$ cat config.mk
export PLATFORM = sky130hd
export DESIGN_NAME = perf_counter_arbiter_flat
export DESIGN_NICKNAME = d
export VERILOG_FILES = /design/src/rtl/perf_counter_arbiter_if.sv /design/src/rtl/perf_counter_arbiter.sv /design/src/flat_wrapper.sv
export SDC_FILE = /design/constraint.sdc
export NUM_CORES = 1
export LEC_CHECK = 0
export BUFFER_PORTS_ARGS = -buffer_cell sky130_fd_sc_hd__buf_2
export CAP_MARGIN = 15
export CORE_AREA = 2 2 129 131
export CTS_CLUSTER_SIZE = 12
export DETAILED_ROUTE_END_ITERATION = 16
export DIE_AREA = 0 0 131 133
export GPL_TIMING_DRIVEN = 0
export HOLD_SLACK_MARGIN = 0.03
export PLACE_DENSITY = 0.83
export REMOVE_ABC_BUFFERS = 1
export SLEW_MARGIN = 10
export SYNTH_ARGS = -nofsm -noshare
export SYNTH_HDL_FRONTEND = slang
export SYNTH_SLANG_ARGS = --single-unit
$ cat constraint.sdc
create_clock -name clk -period 5.5 [get_ports clk]
set_input_delay 0.55 -clock clk [delete_from_list [all_inputs] [get_ports clk]]
set_output_delay 0.55 -clock clk [all_outputs]
set_load 0.1 [all_outputs]
$ cat src/rtl/perf_counter_arbiter_if.sv
// perf_counter_arbiter_if: core command/response handshake plus counter control-slave bus
//   req_valid/req_op/req_section  core -> arbiter command request (per-core slices)
//   req_ready/resp_valid          arbiter -> core one-hot accept/completion pulses
//   resp_time/resp_events         READ result, held until the next READ completes
//   busy                          arbiter not idle
//   pc_address/pc_write/pc_begintransfer/pc_writedata/pc_readdata  counter slave bus
interface perf_counter_arbiter_if #(parameter int NUM_REQ = 4);
  logic [NUM_REQ-1:0]   req_valid;
  logic [2*NUM_REQ-1:0] req_op;
  logic [3*NUM_REQ-1:0] req_section;
  logic [NUM_REQ-1:0]   req_ready;
  logic [NUM_REQ-1:0]   resp_valid;
  logic [63:0]          resp_time;
  logic [31:0]          resp_events;
  logic                 busy;
  logic [4:0]           pc_address;
  logic                 pc_write;
  logic                 pc_begintransfer;
  logic [31:0]          pc_writedata;
  logic [31:0]          pc_readdata;
  modport slave (
    input  req_valid, req_op, req_section, pc_readdata,
    output req_ready, resp_valid, resp_time, resp_events, busy,
           pc_address, pc_write, pc_begintransfer, pc_writedata
  );
  modport master (
    output req_valid, req_op, req_section, pc_readdata,
    input  req_ready, resp_valid, resp_time, resp_events, busy,
           pc_address, pc_write, pc_begintransfer, pc_writedata
  );
endinterface

$ cat src/rtl/perf_counter_arbiter.sv
// perf_counter_arbiter: round-robin sharing of the performance-counter control slave between cores
//   clk      system clock
//   reset_n  synchronous active-low reset
//   bus      perf_counter_arbiter_if.slave: core requests/responses and counter slave bus
module perf_counter_arbiter #(
  parameter int NUM_REQ = 4
) (
  input logic clk,
  input logic reset_n,
  perf_counter_arbiter_if.slave bus
);
  localparam int IW = $clog2(NUM_REQ);
  typedef enum logic [2:0] {IDLE, WR, RD_HI, RD_LO, RD_EVT, RD_HI2, CHK, DONE} state_t;
  state_t state;
  logic [IW-1:0] rr_ptr, gidx, gnt_q;
  logic [2:0] sec_q, sec_sel;
  logic [1:0] op_sel;
  logic [31:0] hi_q, lo_q, evt_q;
  logic hit;
  // Scan downward so the lowest offset from rr_ptr is the one that sticks.
  always_comb begin
    hit = 1'b0;
    gidx = '0;
    for (int k = NUM_REQ - 1; k >= 0; k--)
      if (bus.req_valid[(int'(rr_ptr) + k) % NUM_REQ]) begin
        hit = 1'b1;
        gidx = IW'((int'(rr_ptr) + k) % NUM_REQ);
      end
  end
  assign op_sel = bus.req_op[2*int'(gidx) +: 2];
  assign sec_sel = bus.req_section[3*int'(gidx) +: 3];
  // Accept is combinational so the grant lands in the same IDLE cycle the request is seen.
  assign bus.req_ready = (reset_n && state == IDLE && hit) ? {{(NUM_REQ-1){1'b0}}, 1'b1} << gidx : '0;
  always_ff @(posedge clk) begin
    if (!reset_n) begin
      state <= IDLE;
      rr_ptr <= '0;
      gnt_q <= '0;
      sec_q <= '0;
      hi_q <= '0;
      lo_q <= '0;
      evt_q <= '0;
      bus.resp_valid <= '0;
      bus.resp_time <= '0;
      bus.resp_events <= '0;
      bus.busy <= 1'b0;
      bus.pc_address <= '0;
      bus.pc_write <= 1'b0;
      bus.pc_begintransfer <= 1'b0;
      bus.pc_writedata <= '0;
    end else begin
      bus.resp_valid <= '0;
      bus.pc_address <= '0;
      bus.pc_write <= 1'b0;
      bus.pc_begintransfer <= 1'b0;
      bus.pc_writedata <= '0;
      case (state)
        IDLE: if (hit) begin
          gnt_q <= gidx;
          sec_q <= sec_sel;
          rr_ptr <= (gidx == IW'(NUM_REQ - 1)) ? '0 : gidx + 1'b1;
          bus.busy <= 1'b1;
          bus.pc_begintransfer <= 1'b1;
          if (op_sel == 2'd2) begin
            state <= RD_HI;
            bus.pc_address <= {sec_sel, 2'd1};
          end else begin
            // GO hits 4s+1, STOP hits 4s, RESET_ALL writes 1 to word 0.
            state <= WR;
            bus.pc_write <= 1'b1;
            bus.pc_address <= (op_sel == 2'd3) ? 5'd0 : {sec_sel, 1'b0, op_sel == 2'd0};
            bus.pc_writedata <= {31'd0, op_sel == 2'd3};
          end
        end
        WR: begin
          state <= DONE;
          bus.resp_valid <= {{(NUM_REQ-1){1'b0}}, 1'b1} << gnt_q;
        end
        RD_HI: begin
          state <= RD_LO;
          bus.pc_begintransfer <= 1'b1;
          bus.pc_address <= {sec_q, 2'd0};
        end
        RD_LO: begin
          state <= RD_EVT;
          hi_q <= bus.pc_readdata;
          bus.pc_begintransfer <= 1'b1;
          bus.pc_address <= {sec_q, 2'd2};
        end
        RD_EVT: begin
          state <= RD_HI2;
          lo_q <= bus.pc_readdata;
          bus.pc_begintransfer <= 1'b1;
          bus.pc_address <= {sec_q, 2'd1};
        end
        RD_HI2: begin
          state <= CHK;
          evt_q <= bus.pc_readdata;
        end
        // A changed high word means the low word wrapped mid-read; start the whole read over.
        CHK: if (bus.pc_readdata == hi_q) begin
          state <= DONE;
          bus.resp_valid <= {{(NUM_REQ-1){1'b0}}, 1'b1} << gnt_q;
          bus.resp_time <= {hi_q, lo_q};
          bus.resp_events <= evt_q;
        end else begin
          state <= RD_HI;
          bus.pc_begintransfer <= 1'b1;
          bus.pc_address <= {sec_q, 2'd1};
        end
        DONE: begin
          state <= IDLE;
          bus.busy <= 1'b0;
        end
      endcase
    end
  end
endmodule

$ cat src/flat_wrapper.sv
// flat-port wrapper written by rule: the top's interface ports become plain ports
module perf_counter_arbiter_flat 
#(
  parameter int NUM_REQ = 4
)
  (clk, reset_n, bus_req_valid, bus_req_op, bus_req_section, bus_pc_readdata, bus_req_ready, bus_resp_valid, bus_resp_time, bus_resp_events, bus_busy, bus_pc_address, bus_pc_write, bus_pc_begintransfer, bus_pc_writedata);
  perf_counter_arbiter_if #(.NUM_REQ(NUM_REQ)) bus_i ();
  input logic clk;
  input logic reset_n;
  input wire logic [$bits(bus_i.req_valid)-1:0] bus_req_valid;
  input wire logic [$bits(bus_i.req_op)-1:0] bus_req_op;
  input wire logic [$bits(bus_i.req_section)-1:0] bus_req_section;
  input wire logic [$bits(bus_i.pc_readdata)-1:0] bus_pc_readdata;
  output wire logic [$bits(bus_i.req_ready)-1:0] bus_req_ready;
  output wire logic [$bits(bus_i.resp_valid)-1:0] bus_resp_valid;
  output wire logic [$bits(bus_i.resp_time)-1:0] bus_resp_time;
  output wire logic [$bits(bus_i.resp_events)-1:0] bus_resp_events;
  output wire logic [$bits(bus_i.busy)-1:0] bus_busy;
  output wire logic [$bits(bus_i.pc_address)-1:0] bus_pc_address;
  output wire logic [$bits(bus_i.pc_write)-1:0] bus_pc_write;
  output wire logic [$bits(bus_i.pc_begintransfer)-1:0] bus_pc_begintransfer;
  output wire logic [$bits(bus_i.pc_writedata)-1:0] bus_pc_writedata;
  assign bus_i.req_valid = bus_req_valid;
  assign bus_i.req_op = bus_req_op;
  assign bus_i.req_section = bus_req_section;
  assign bus_i.pc_readdata = bus_pc_readdata;
  assign bus_req_ready = bus_i.req_ready;
  assign bus_resp_valid = bus_i.resp_valid;
  assign bus_resp_time = bus_i.resp_time;
  assign bus_resp_events = bus_i.resp_events;
  assign bus_busy = bus_i.busy;
  assign bus_pc_address = bus_i.pc_address;
  assign bus_pc_write = bus_i.pc_write;
  assign bus_pc_begintransfer = bus_i.pc_begintransfer;
  assign bus_pc_writedata = bus_i.pc_writedata;
  perf_counter_arbiter #(.NUM_REQ(NUM_REQ)) u_core (.clk(clk), .reset_n(reset_n), .bus(bus_i));
endmodule
==> results.md, run 1 <==
* Outcome: complete, no violations
* Max Clk Rate at 289 MHz
* Post-Syn Area per Cell at 9.38 sq um
* Total track usage at 22.9%
* Area Overhead vs Synth at 18.3%
* Post-DP HPWL at 13400 um
* Cell mode on critical path: inv_1
* CTS max path bufs at 3
* Slew @ Worst Pin at 1.05 ns
* Port bufs at 170
* Initial Util at 56.3%
* Seq cells post-synth at 215
* Final setup viols at 0
* Std-Cell Rows at 47
* Wirelength per Cell at 14.8 um
* Slowest CP cell: nor3_1
* Crit path launch type: flop
* Post-synthesis sequential area ratio at 47.2%
* First-pass GRT wire length at 32400 um
* Synthesized area at 0.00911 sq mm
* Die width at 131 um
* Post-cts resize count at 0
* Final Wtd Congestion at 0.799
* Final clock skew at 0.0214 ns
* CP peak stage delay at 0.87 ns
* Top cells by area in the synthesized netlist: dfxtp_1 (47%), mux2i_1 (11%), nand2_1 (8.9%)
* Vias in the first global route at 6472
* Hold crit path type: input pin to flop
* Final WL at 20100 um
* P_leak at 4.26 nW
* Root buf cell: clkbuf_16
* CP Class: flop to primary output
* Crit. End Element: primary output
* Final setup TNS at 0 ns
* Commonest non-fill, non-tap cell in the layout: dfxtp_1
* CTS tree: done
* Total grt overflow at 0
* I/O pin cnt at 202
* Period utilization at 62.8%
* Pwr/cell area at 404 mW/mm^2
* Fin util at 66.6%
* Synth warn at 0
* Most frequent cells in the layout: dfxtp_1 (215), nand2_1 (214), buf_2 (172)
* Vias per cell at 5.07
* Core area at 0.0162 sq mm
* Min Tclk post-route at 3.46 ns
* Hold buffer count at CTS at 0
* Critical Path, Cell by Cell: inv_1 > ha_1 > inv_1 > nor3_1 > and3_1 > buf_2
* Fraction of layout cells with a size suffix above 1 at 21.2%
* Synth cell types at 49
* Die area at 0.0174 sq mm
* RSZ-0062 raised after global routing: no
* Top-area cell type share of the netlist area at 47.2%
* Critical path data required time at 4.95 ns
* Worst vdd ir at 0.280 mV
* Largest net degree at the start of global routing at 107
* 1st-pass router iterations at 4
* Clock transition at path regs at 0.06 ns
* Cell area after layout at 0.0108 sq mm
* Async SR Flop Fraction at 0%
* Initial antenna violation count at 0
* Antenna-violating nets left at 0
* Die Height at 133 um
* Post-synth EDFFs at 0
* Predominant post-synthesis flop cell: dfxtp_1
* H-tree levels at 1
* Setup bufs post-CTS at 0
* Final Slew Violations at 0
* Final #Nets at 1194
* Clock Latency Late Sink at 0.50 ns
* Slew HR at 29.3%
* Worst-path fanout max at 11
* CP arrival at 2.91 ns
* DR vias at 6884
* DRC viols at 0
* Placed Area at 0.0101 sq mm
* Synth area leader: dfxtp_1
* Drt initial violations at 324
* Num CTS Buffers at 23
* Final Hold Viols at 0
* Clock sinks at 215
* Max-Cap Viols at 0
* Cells after Synth at 971
* Power Total at 4.35 mW
==> cell families after synthesis <==
kind of cell,after synthesis,synth area share [%]
adder cells (fa/ha/maj),8,1.10
other,1,0.0412
multiplexers,99,10.9
XOR/XNOR,32,3.08
buffers and inverters,99,5.96
flip-flops,215,47.2
AO/OA/AOI/OAI,140,11.7
AND/OR/NAND/NOR,377,20.0
==> metrics by stage <==
stage | std cells | hold slack [ns] | setup slack (ns)
6_report | 1359 | 0.341 | 2.04
5_1_grt | 1358 | 0.328 | 1.87
4_1_cts | 1358 | 0.325 | 2.04
3_5_place_dp | 1323 | 0.456 | 1.86
3_3_place_gp | 1299 | 0.447 | -17.52
2_1_floorplan | 909 | 0.434 | -10.95
==> worst max-delay path: cells and delay by family (launching register included) <==
family                     cells  cell delay (ns)
adders and majority gates      1             0.21
buffers and inverters          3             0.68
DFF                            1             0.35
and+or+nand+nor                2             1.15
==> power breakdown <==
group	internal [mW]	switching (mW)
sequential	1.71	0.107
clock	0.792	0.581
combinational	0.326	0.841
==> layout make-up <==
class,count,area [sq um]
fill,1291,5400
multi-input combinational,687,4410
sequential,215,4300
timing repair buffer,194,1110
clock buffer,31,626
tap,220,275
clock inverter,4,30.0
inverter,7,26.3
antenna,1,2.50
==> worst paths after layout <==
kind / start / endpoint / slack (ns) / cells after the start
worst max-delay path: u_core.state[0] / bus_req_ready[2] / 2.04 / 6
worst min-delay path: bus_pc_readdata[5] / u_core.evt_q[5] / 0.34 / 3
worst max register to register: u_core.hi_q[28] / u_core.bus.resp_time[8] / 2.28 / 11
worst min register to register: u_core.evt_q[28] / u_core.evt_q[28] / 0.46 / 2
==> flip-flops by register name, summed over array words and instances, names as in the netlist <==
| signal | flops |
|---|---|
| u_core.bus.pc_address | 5 |
| u_core.bus.pc_write | 1 |
| u_core.state | 3 |
| u_core.bus.busy | 1 |
| u_core.bus.resp_valid | 4 |
| u_core.hi_q | 32 |
| u_core.sec_q | 3 |
| u_core.gnt_q | 2 |
| u_core.bus.pc_begintransfer | 1 |
| u_core.bus.pc_writedata | 1 |
| u_core.bus.resp_events | 32 |
| u_core.lo_q | 32 |
| u_core.evt_q | 32 |
| u_core.rr_ptr | 2 |
| u_core.bus.resp_time | 64 |
==> cell usage after synthesis, types with 2 or more instances <==
cell type and count:
nand2_1 217, dfxtp_1 215, nor2b_1 104, mux2i_1 99, a21boi_0 98, clkbuf_1 46, buf_4 39, xor2_1 32
nor4_1 13, nor2_1 11, a21oi_1 8, ha_1 8, and3_1 7, inv_1 6, o21ai_0 6, nor3_1 5
a211o_1 4, buf_2 4, nand3_1 4, a21boi_1 3, a21o_1 3, a32o_1 3, and2_1 3, nor3b_1 3
a211oi_2 2, a221oi_1 2, and3_4 2, nor4b_2 2, o31ai_1 2
==> per-layer routing <==
| metal | wire length [um] | GRT usage, % |
|---|---|---|
| met5 | 0 | 0 |
| met4 | 265 | 5.08 |
| met3 | 1100 | 4.37 |
| met2 | 10000 | 40.2 |
| met1 | 8760 | 29.0 |
No activity file was read; power rests on OpenSTA's default activity.
==> run 2, diff against run 1 <==
--- a/config.mk
+++ b/config.mk
@@ -7,13 +7,13 @@
 export LEC_CHECK = 0
 export BUFFER_PORTS_ARGS = -buffer_cell sky130_fd_sc_hd__buf_2
 export CAP_MARGIN = 15
-export CORE_AREA = 2 2 129 131
+export CORE_AREA = 2 2 133 135
 export CTS_CLUSTER_SIZE = 12
 export DETAILED_ROUTE_END_ITERATION = 16
-export DIE_AREA = 0 0 131 133
+export DIE_AREA = 0 0 135 137
 export GPL_TIMING_DRIVEN = 0
 export HOLD_SLACK_MARGIN = 0.03
-export PLACE_DENSITY = 0.83
+export PLACE_DENSITY = 0.79
 export REMOVE_ABC_BUFFERS = 1
 export SLEW_MARGIN = 10
 export SYNTH_ARGS = -nofsm -noshare
==> constraint.sdc (replaced) <==
create_clock -name clk -period 3.3 [get_ports clk]
set_input_delay 0.33 -clock clk [delete_from_list [all_inputs] [get_ports clk]]
set_output_delay 0.33 -clock clk [all_outputs]
set_load 0.1 [all_outputs]
==> results.md, run 2 (same netlist as run 1, synthesis figures left out) <==
* Outcome: complete, no violations
* Met2 WL at 9810 um
* Final setup viols at 0
* Pwr/cell area at 675 mW/mm^2
* Fillers at 1420
* Biggest register: u_core.bus.resp_time
* Final Wtd Congestion at 0.813
* Wirelength per Cell at 14.9 um
* Power Total at 7.33 mW
* Post-DP HPWL at 13800 um
* First-pass GRT wire length at 32900 um
* Worst-path fanout max at 12
* DR vias at 6896
* Reg2Reg Setup Slack at 0.30 ns
* Hold path start: bus_pc_readdata[2]
* Final #Nets at 1195
* Largest net degree at the start of global routing at 138
* 1st-pass router iterations at 6
* Max Clk Rate at 328 MHz
* Wire length on met3 at 1140 um
* CP arrival at 2.72 ns
* Clock sinks at 215
* RSZ-0062 raised after global routing: no
* Slew HR at 37.5%
* Setup ws final at 0.252 ns
* Footprint of the multi-input gates at 0.00442 sq mm
* Final Hold Viols at 0
* Crit. End Element: primary output
* Drt initial violations at 325
* Setup bufs post-CTS at 0
* Final WL at 20400 um
* Final clock skew at 0.00920 ns
* CTS tree: done
* Die Height at 137 um
* CP Class: flop to primary output
* Vias per cell at 5.04
* Max-Cap Viols at 0
* Num CTS Buffers at 23
* Setup crit end: bus_req_ready[3]
* Total track usage at 21.8%
* Worst vdd ir at 0.484 mV
* Initial antenna violation count at 0
* Met1 Wirelength at 9100 um
* Reg2reg path depth at 11
* Crit path launch type: flop
* Clock transition at path regs at 0.06 ns
* Initial Util at 53.4%
* Vias in the first global route at 6562
* Clock Latency Late Sink at 0.50 ns
* Core area at 0.0171 sq mm
* H-tree levels at 1
* Antenna-violating nets left at 0
* I/O pin cnt at 202
* R2r endpoint: u_core.bus.resp_events[25]
* Critical path data required time at 2.97 ns
* Slew @ Worst Pin at 0.925 ns
* Hold crit path type: input pin to flop
* CTS max path bufs at 3
* Root buf cell: clkbuf_16
* Min Tclk post-route at 3.05 ns
* Final Slew Violations at 0
* Port bufs at 170
* DRC viols at 0
* Commonest non-fill, non-tap cell in the layout: dfxtp_1
* Most frequent cells in the layout: dfxtp_1 (215), nand2_1 (214), buf_2 (171)
* Total grt overflow at 0
* Top layer in use: met4
* P_leak at 4.31 nW
* Setup crit start: u_core.rr_ptr[0]
* FF/Latch Area at 0.00430 sq mm
* Area Overhead vs Synth at 19.1%
* Period utilization at 92.4%
* Std-Cell Rows at 48
* Place WS at -0.205 ns
* Origin of the critical flop-to-flop path: u_core.hi_q[29]
* Die width at 135 um
* Fraction of layout cells with a size suffix above 1 at 21.5%
* Largest register FFs at 64
* Die area at 0.0185 sq mm
run 2: layer usage:
metal  vias to the layer above  track usage [%]
met5                         -                0
met4                         0             5.15
met3                        28             3.70
met2                       174             38.5
met1                      3215             27.8
li1                       3479                -
run 2: power breakdown:
group / switching (mW) / internal (mW)
clock network: 1.00 / 1.35
logic: 1.40 / 0.552
registers: 0.175 / 2.84
run 2: layout make-up:
class	instances	area share, %
repair buffers	195	10.5
clock buffers	33	5.93
well taps	225	2.59
flip-flops and latches	215	39.7
multi-input cells	687	40.7
clock inverters	5	0.369
inverters	7	0.242
diodes	1	0.0231
run 2: worst max-delay path: stages, from the launching register on:
cell     delay [ns]
dfxtp_1        0.32
nor2b_1        0.28
a211o_1        0.18
nand2_1        0.18
inv_1          0.40
ha_1           0.25
and3_1         0.16
buf_2          0.43
run 2: how the worst min path moves through the flow:
| stage | depth (start not counted) | end | slack, ns |
|---|---|---|---|
| 2_1_floorplan | 2 | u_core.sec_q[0] | 0.43 |
| 3_3_place_gp | 2 | u_core.sec_q[0] | 0.44 |
| 3_5_place_dp | 2 | u_core.sec_q[2] | 0.45 |
| 4_1_cts | 3 | u_core.lo_q[30] | 0.09 |
| 5_1_grt | 3 | u_core.evt_q[20] | 0.10 |
| 6_report | 3 | u_core.hi_q[2] | 0.11 |
run 2: stage by stage:
stage                     util [%]  std cells  setup TNS, ns  hold WS (ns)  cell area [sq um]
after CTS                     63.6       1367              0        0.0926              10800
after detailed placement      59.5       1329          -4.28         0.451              10200
after global routing          63.6       1367              0         0.102              10900
after global placement        57.7       1304       -1846.06         0.442               9840
final                         63.6       1368              0         0.110              10900
after floorplan                  -        909       -1210.89         0.434               8710
run 2: what timing repair did:
action                     in CTS  in global routing
resized for setup               1                  1
pin swaps                       0                  1
setup endpoints to repair      16                  9
hold buffers                    0                  0
